`config.mk`:
```
export PLATFORM = sky130hd
export DESIGN_NAME = stack_call_ctrl
export DESIGN_NICKNAME = d
export VERILOG_FILES = /design/src/rtl/stack_call_ctrl_pkg.sv /design/src/rtl/stack_byte_sequencer.sv /design/src/rtl/stack_call_ctrl.sv
export SDC_FILE = /design/constraint.sdc
export NUM_CORES = 1
export LEC_CHECK = 0
export ABC_AREA = 1
export BUFFER_PORTS_ARGS = -buffer_cell sky130_fd_sc_hd__buf_4
export CAP_MARGIN = 20
export CORE_ASPECT_RATIO = 1.25
export CORE_MARGIN = 4
export CORE_UTILIZATION = 35
export DETAILED_ROUTE_END_ITERATION = 8
export MAX_ROUTING_LAYER = met4
export SETUP_SLACK_MARGIN = 0.4
export SLEW_MARGIN = 0
export SYNTH_ARGS = -nofsm -noshare
export SYNTH_HDL_FRONTEND = slang
export SYNTH_SLANG_ARGS = --single-unit
```
`constraint.sdc`:
```
create_clock -name i_clk -period 2.5 [get_ports i_clk]
set_clock_uncertainty 0.1 [all_clocks]
set_input_delay 0.375 -clock i_clk [delete_from_list [all_inputs] [get_ports i_clk]]
set_output_delay 0.375 -clock i_clk [all_outputs]
set_load 0.005 [all_outputs]
```
`src/rtl/stack_call_ctrl_pkg.sv`:
```
// Shared state encoding, default widths and stack-pointer bounds for the
// CALL/RET stack initiator and its byte sequencer.
package stack_call_ctrl_pkg;

    localparam int ADDR_W_DEF = 16;
    localparam int DATA_W_DEF = 8;

    // Minimum SP that leaves room for a two-byte push, and the maximum SP
    // from which a two-byte pop cannot run off the top of the stack.
    localparam logic [15:0] SP_CALL_MIN = 16'h0002;
    localparam logic [15:0] SP_RET_MAX  = 16'hFFFD;

    typedef enum logic [2:0] {
        ST_IDLE      = 3'd0,
        ST_PUSH_HI   = 3'd1,
        ST_PUSH_LO   = 3'd2,
        ST_CALL_DONE = 3'd3,
        ST_POP_1     = 3'd4,
        ST_POP_2     = 3'd5,
        ST_POP_CAP   = 3'd6,
        ST_RET_DONE  = 3'd7
    } state_t;

    function automatic logic is_done_state(input state_t s);
        return (s == ST_CALL_DONE) || (s == ST_RET_DONE);
    endfunction

endpackage

```
`src/rtl/stack_byte_sequencer.sv`:
```
// Registered push/pop strobe generator for a byte-wide stack, with byte-lane
// selection for pushes and byte-lane capture/reassembly for pops.
module stack_byte_sequencer
    import stack_call_ctrl_pkg::*;
#(
    parameter int DATA_W = DATA_W_DEF,
    parameter int NBYTES = 2,
    localparam int SEL_W = (NBYTES > 1) ? $clog2(NBYTES) : 1
) (
    input  logic                     i_clk,
    input  logic                     i_reset,
    input  logic                     i_push,
    input  logic                     i_pop,
    input  logic [SEL_W-1:0]         i_byte_sel,
    input  logic [NBYTES*DATA_W-1:0] i_word,
    input  logic                     i_cap_en,
    input  logic [SEL_W-1:0]         i_cap_sel,
    input  logic [DATA_W-1:0]        i_stk_rdata,
    output logic [NBYTES*DATA_W-1:0] o_cap_word,
    output logic                     o_stk_enable,
    output logic                     o_stk_decrement,
    output logic                     o_stk_increment,
    output logic [DATA_W-1:0]        o_stk_wdata
);

    logic [DATA_W-1:0] w_bytes [NBYTES];
    logic              r_enable;
    logic              r_decrement;
    logic              r_increment;
    logic [DATA_W-1:0] r_wdata;

    genvar gi;
    generate
        for (gi = 0; gi < NBYTES; gi++) begin : g_lane
            logic              w_cap_hit;
            logic [DATA_W-1:0] r_lane;

            assign w_bytes[gi] = i_word[gi*DATA_W +: DATA_W];
            assign w_cap_hit   = i_cap_en && (i_cap_sel == SEL_W'(gi));

            always_ff @(posedge i_clk) begin
                if (!i_reset) begin
                    r_lane <= '0;
                end else if (w_cap_hit) begin
                    r_lane <= i_stk_rdata;
                end
            end

            // The lane being captured this cycle is forwarded so the caller
            // can register the complete word on the same edge.
            assign o_cap_word[gi*DATA_W +: DATA_W] = w_cap_hit ? i_stk_rdata : r_lane;
        end
    endgenerate

    always_ff @(posedge i_clk) begin
        if (!i_reset) begin
            r_enable    <= 1'b0;
            r_decrement <= 1'b0;
            r_increment <= 1'b0;
            r_wdata     <= '0;
        end else begin
            // A simultaneous push+pop request issues neither strobe.
            r_enable    <= i_push ^ i_pop;
            r_decrement <= i_push & ~i_pop;
            r_increment <= i_pop & ~i_push;
            if (i_push && !i_pop) begin
                r_wdata <= w_bytes[i_byte_sel];
            end
        end
    end

    assign o_stk_enable    = r_enable;
    assign o_stk_decrement = r_decrement;
    assign o_stk_increment = r_increment;
    assign o_stk_wdata     = r_wdata;

endmodule

```
`src/rtl/stack_call_ctrl.sv`:
```
// CALL/RET sequencer: pushes/pops a return address as bytes through the stack
// block and produces a one-cycle PC load with the new program counter.
module stack_call_ctrl
    import stack_call_ctrl_pkg::*;
#(
    parameter int ADDR_W = ADDR_W_DEF,
    parameter int DATA_W = DATA_W_DEF
) (
    input  logic              i_clk,
    input  logic              i_reset,
    input  logic              i_call_req,
    input  logic              i_ret_req,
    input  logic [ADDR_W-1:0] i_target_addr,
    input  logic [ADDR_W-1:0] i_ret_addr_in,
    output logic              o_busy,
    output logic              o_pc_load,
    output logic [ADDR_W-1:0] o_pc_out,
    output logic              o_stk_err,
    output logic              o_stk_enable,
    output logic              o_stk_decrement,
    output logic              o_stk_increment,
    output logic [DATA_W-1:0] o_stk_wdata,
    input  logic [DATA_W-1:0] i_stk_rdata,
    input  logic [ADDR_W-1:0] i_sp_in
);

    localparam int NBYTES = ADDR_W / DATA_W;
    localparam int SEL_W  = (NBYTES > 1) ? $clog2(NBYTES) : 1;
    localparam logic [ADDR_W-1:0] SP_LO = ADDR_W'(SP_CALL_MIN);
    localparam logic [ADDR_W-1:0] SP_HI = ADDR_W'(SP_RET_MAX);
    localparam logic [SEL_W-1:0]  SEL_MSB = SEL_W'(NBYTES - 1);

    state_t            r_state;
    state_t            w_state_next;
    logic [ADDR_W-1:0] r_target;
    logic [ADDR_W-1:0] r_ret_addr;
    logic              r_busy;
    logic              r_pc_load;
    logic [ADDR_W-1:0] r_pc_out;
    logic              r_stk_err;

    logic              w_accept_call;
    logic              w_refuse;
    logic              w_push;
    logic              w_pop;
    logic [SEL_W-1:0]  w_byte_sel;
    logic [ADDR_W-1:0] w_push_word;
    logic              w_cap_en;
    logic [SEL_W-1:0]  w_cap_sel;
    logic [ADDR_W-1:0] w_cap_word;
    logic              w_busy_next;
    logic              w_pc_load_next;
    logic [ADDR_W-1:0] w_pc_out_next;
    logic              w_err_next;

    always_ff @(posedge i_clk) begin
        if (!i_reset) begin
            r_state    <= ST_IDLE;
            r_target   <= '0;
            r_ret_addr <= '0;
            r_busy     <= 1'b0;
            r_pc_load  <= 1'b0;
            r_pc_out   <= '0;
            r_stk_err  <= 1'b0;
        end else begin
            r_state   <= w_state_next;
            r_busy    <= w_busy_next;
            r_pc_load <= w_pc_load_next;
            r_pc_out  <= w_pc_out_next;
            r_stk_err <= w_err_next;
            if (w_accept_call) begin
                r_target   <= i_target_addr;
                r_ret_addr <= i_ret_addr_in;
            end
        end
    end

    always_comb begin
        w_state_next  = r_state;
        w_accept_call = 1'b0;
        w_refuse      = 1'b0;

        case (r_state)
            ST_IDLE: begin
                // CALL has priority; the SP is checked only here.
                if (i_call_req) begin
                    if (i_sp_in >= SP_LO) begin
                        w_accept_call = 1'b1;
                        w_state_next  = ST_PUSH_HI;
                    end else begin
                        w_refuse = 1'b1;
                    end
                end else if (i_ret_req) begin
                    if (i_sp_in <= SP_HI) begin
                        w_state_next = ST_POP_1;
                    end else begin
                        w_refuse = 1'b1;
                    end
                end
            end
            ST_PUSH_HI:   w_state_next = ST_PUSH_LO;
            ST_PUSH_LO:   w_state_next = ST_CALL_DONE;
            ST_CALL_DONE: w_state_next = ST_IDLE;
            ST_POP_1:     w_state_next = ST_POP_2;
            ST_POP_2:     w_state_next = ST_POP_CAP;
            ST_POP_CAP:   w_state_next = ST_RET_DONE;
            ST_RET_DONE:  w_state_next = ST_IDLE;
            default:      w_state_next = ST_IDLE;
        endcase

        // Outputs are registered from the next state so they line up with it.
        w_push      = (w_state_next == ST_PUSH_HI) || (w_state_next == ST_PUSH_LO);
        w_pop       = (w_state_next == ST_POP_1) || (w_state_next == ST_POP_2);
        w_byte_sel  = (w_state_next == ST_PUSH_HI) ? SEL_MSB : '0;
        w_push_word = (r_state == ST_IDLE) ? i_ret_addr_in : r_ret_addr;

        // First popped byte is the low byte, second is the high byte.
        w_cap_en  = (r_state == ST_POP_2) || (r_state == ST_POP_CAP);
        w_cap_sel = (r_state == ST_POP_CAP) ? SEL_MSB : '0;

        w_busy_next    = (w_state_next != ST_IDLE);
        w_pc_load_next = is_done_state(w_state_next);
        w_err_next     = r_stk_err | w_refuse;
        w_pc_out_next  = r_pc_out;
        if (w_state_next == ST_CALL_DONE) begin
            w_pc_out_next = r_target;
        end else if (w_state_next == ST_RET_DONE) begin
            w_pc_out_next = w_cap_word;
        end
    end

    stack_byte_sequencer #(
        .DATA_W (DATA_W),
        .NBYTES (NBYTES)
    ) u_seq (
        .i_clk           (i_clk),
        .i_reset         (i_reset),
        .i_push          (w_push),
        .i_pop           (w_pop),
        .i_byte_sel      (w_byte_sel),
        .i_word          (w_push_word),
        .i_cap_en        (w_cap_en),
        .i_cap_sel       (w_cap_sel),
        .i_stk_rdata     (i_stk_rdata),
        .o_cap_word      (w_cap_word),
        .o_stk_enable    (o_stk_enable),
        .o_stk_decrement (o_stk_decrement),
        .o_stk_increment (o_stk_increment),
        .o_stk_wdata     (o_stk_wdata)
    );

    assign o_busy    = r_busy;
    assign o_pc_load = r_pc_load;
    assign o_pc_out  = r_pc_out;
    assign o_stk_err = r_stk_err;

endmodule

```
==> results.sh <==
export IMPL_drv_slew=0
export IMPL_synth_most_common_cell="nand2_1"
export IMPL_grt_pass1_vias=2784
export IMPL_diodes=0
export IMPL_power_density_nw_per_um2=668
export IMPL_drtAntennaViolNets=0
export IMPL_hold_worst_slack_ns=0.185
export IMPL_fin_crit_ns=1.88
export IMPL_antenna_found_initial=0
export IMPL_cpPeakStageDelay_ns=0.48
export IMPL_syn_num_nets=494
export IMPL_fmaxAchievable_mhz=531
export IMPL_critPathLaunchType="flip-flop"
export IMPL_yosysSeqAreaShare=0.452
export IMPL_cts_root_buf="clkbuf_8"
export IMPL_synth_avg_cell_area_um2=7.38
export IMPL_synth_cell_area_um2=3190
export IMPL_synthFlopType="dfxtp_1"
export IMPL_leakagePower_nw=1.90
export IMPL_viasPerCell=4.67
export IMPL_io_pin_count=90
export IMPL_crit_type="reg -> reg"
export IMPL_cts_tree="done"
export IMPL_grt_overflow=0
export IMPL_clk_path_buf_depth=2
export IMPL_min_path_type="in -> reg"
export IMPL_synth_top_area_cell="dfxtp_1"
export IMPL_fillCellCount=923
export IMPL_finalHoldViolations=0
export IMPL_rsz0062_at_grt="false"
export IMPL_fin_crit_sh=0.754
export IMPL_die_h_um=115
export IMPL_synth_commonest_cells="nand2_1, dfxtp_1, inv_1, a21oi_1, nor2_1"
export IMPL_placed_area_um2=3900
export IMPL_via_count=2978
export IMPL_end_kind="flip-flop"
export IMPL_port_buffers=88
export IMPL_die_x_um=93.4
export IMPL_arrival_ns=2.00
export IMPL_setup_viol_count_final=0
export IMPL_postCtsHoldBufs=0
export IMPL_dp_slack_ns=0.285
export IMPL_worst_pin_slew_ns=0.680
export IMPL_core_rowCount=38
export IMPL_fin_ws_ns=0.616
export IMPL_worstPathMaxFanout=8
export IMPL_cts_inserted_buffers=9
export IMPL_path_cells="inv_2 > nor2_4 > inv_1 > o21ai_0 > ha_2 > inv_1 > nand2_1 > a21oi_1"
export IMPL_cp_buffers_inverters=3
export IMPL_synth_warnings=0
export IMPL_synthCells=432
export IMPL_areaGrowthSynthToFinish_pct=29.8
export IMPL_post_drt_wl_per_cell_um=12.5
export IMPL_core_area_um2=8800
export IMPL_max_slew_margin=0.546
export IMPL_initial_core_util=0.362
export IMPL_max_cap_violations=0
export IMPL_async_flop_share=0
export IMPL_crit_slowest_cell="dfxtp_1"
export IMPL_cts_sinks=72
export IMPL_required_ns=2.62
export IMPL_gr_usage_all_layers=0.158
export IMPL_grt_start_max_net_pins=57
export IMPL_cp_top_family="flip-flops"
export IMPL_clkLatencyLatePin_ns=0.35
export IMPL_synth_cell_types=27
export IMPL_multiInputGateArea_um2=1350
export IMPL_finalSetupTns_ns=0
export IMPL_die_area_um2=10700
export IMPL_crit_top_cell="inv_1"
export IMPL_synth_edff_count=0
export IMPL_path_clk_slew_ns=0.07
export IMPL_first_iter_violations=85
export IMPL_regArea_um2=1440
export IMPL_design_area_um2=4140
export IMPL_fin_nets=575
export IMPL_synth_seq_cells=72
export IMPL_ys_top_cells_by_area="dfxtp_1, nand2_1, inv_1"
export IMPL_status="finished clean"
export IMPL_ir_drop_uv=303
export IMPL_drive_gt1_frac=0.264
export IMPL_drc=0
export IMPL_drt_pass1_iterations=5
export IMPL_fin_util=0.470
export IMPL_htreeDepth=3
export IMPL_wl_um=7980
export IMPL_place_hpwl_um=5900
export IMPL_gp_congestion=0.812
export IMPL_grt_pass1_wl_um=13000
export IMPL_netlist_area_leader_share=0.452
-- cells in the final DEF (no fill, tap or decap), drive strengths merged, types with 10 or more instances in the layout --
| cell type | n |
|---|---|
| a21oi | 48 |
| buf | 96 |
| clkbuf | 11 |
| dfxtp | 72 |
| inv | 68 |
| nand2 | 87 |
| nand3 | 15 |
| nand4 | 11 |
| nor2 | 37 |
| o211ai | 10 |
| o21ai | 40 |
-- timing repair --
item,CTS,global route
pin swaps,0,2
setup endpoints to repair,5,10
gates resized for setup,1,2
buffers inserted,0,4
-- state kept, by name (all words and copies together) (netlist names) --
register	flops
u_seq.g_lane.r_lane	15
o_pc_load	1
u_seq.o_stk_decrement	1
u_seq.o_stk_enable	1
r_target	16
u_seq.o_stk_wdata	8
u_seq.o_stk_increment	1
r_state	3
o_pc_out	16
r_ret_addr	8
o_busy	1
o_stk_err	1
-- tightest hold or removal path: stages --
cell	delay, ns
buf_4	0.09
o21ai_2	0.06
nor2_1	0.07
-- metrics by stage --
step	instances	total power, W
floorplan	432	0.00163
global placement	618	0.00182
detailed placement	618	0.00183
CTS	634	0.00279
global route	638	0.00293
finish	638	0.00277
-- cell families after synthesis --
group / Yosys count / share of synthesized area
AND/OR/NAND/NOR: 152 / 0.207
AO/OA/AOI/OAI: 112 / 0.207
buffers and inverters: 94 / 0.126
flip-flops: 72 / 0.452
adder cells (fa/ha/maj): 2 / 0.00785
-- worst paths after layout --
kind,start,endpoint,slack (ns),cells past startpoint
setup / recovery,r_state[0],u_seq.o_stk_wdata[2],0.62,8
hold / removal,i_stk_rdata[6],u_seq.g_lane[0].r_lane[6],0.19,3
setup reg to reg,r_state[0],u_seq.o_stk_wdata[2],0.62,8
hold reg to reg,r_target[10],r_target[10],0.35,2
-- report_power, final --
part,switching [W],leakage (nW),internal [W]
sequential,0.0000434,0.588,0.00124
clock,0.000436,0.101,0.000512
combinational,0.000300,1.21,0.000236
-- layout make-up --
class | instances | share of cell area
clock buffer | 11 | 0.0366
clock inverter | 5 | 0.0133
inverter | 68 | 0.0617
multi-input combinational | 266 | 0.327
sequential | 72 | 0.348
tap | 120 | 0.0363
timing repair buffer | 96 | 0.177
-- layer usage --
metal | GRT usage | wire, µm
met2 | 0.254 | 3950
met5 | - | 0
met3 | 0.0388 | 456
met4 | 0.0596 | 124
met1 | 0.192 | 3460
No activity file was read; power rests on OpenSTA's default activity.
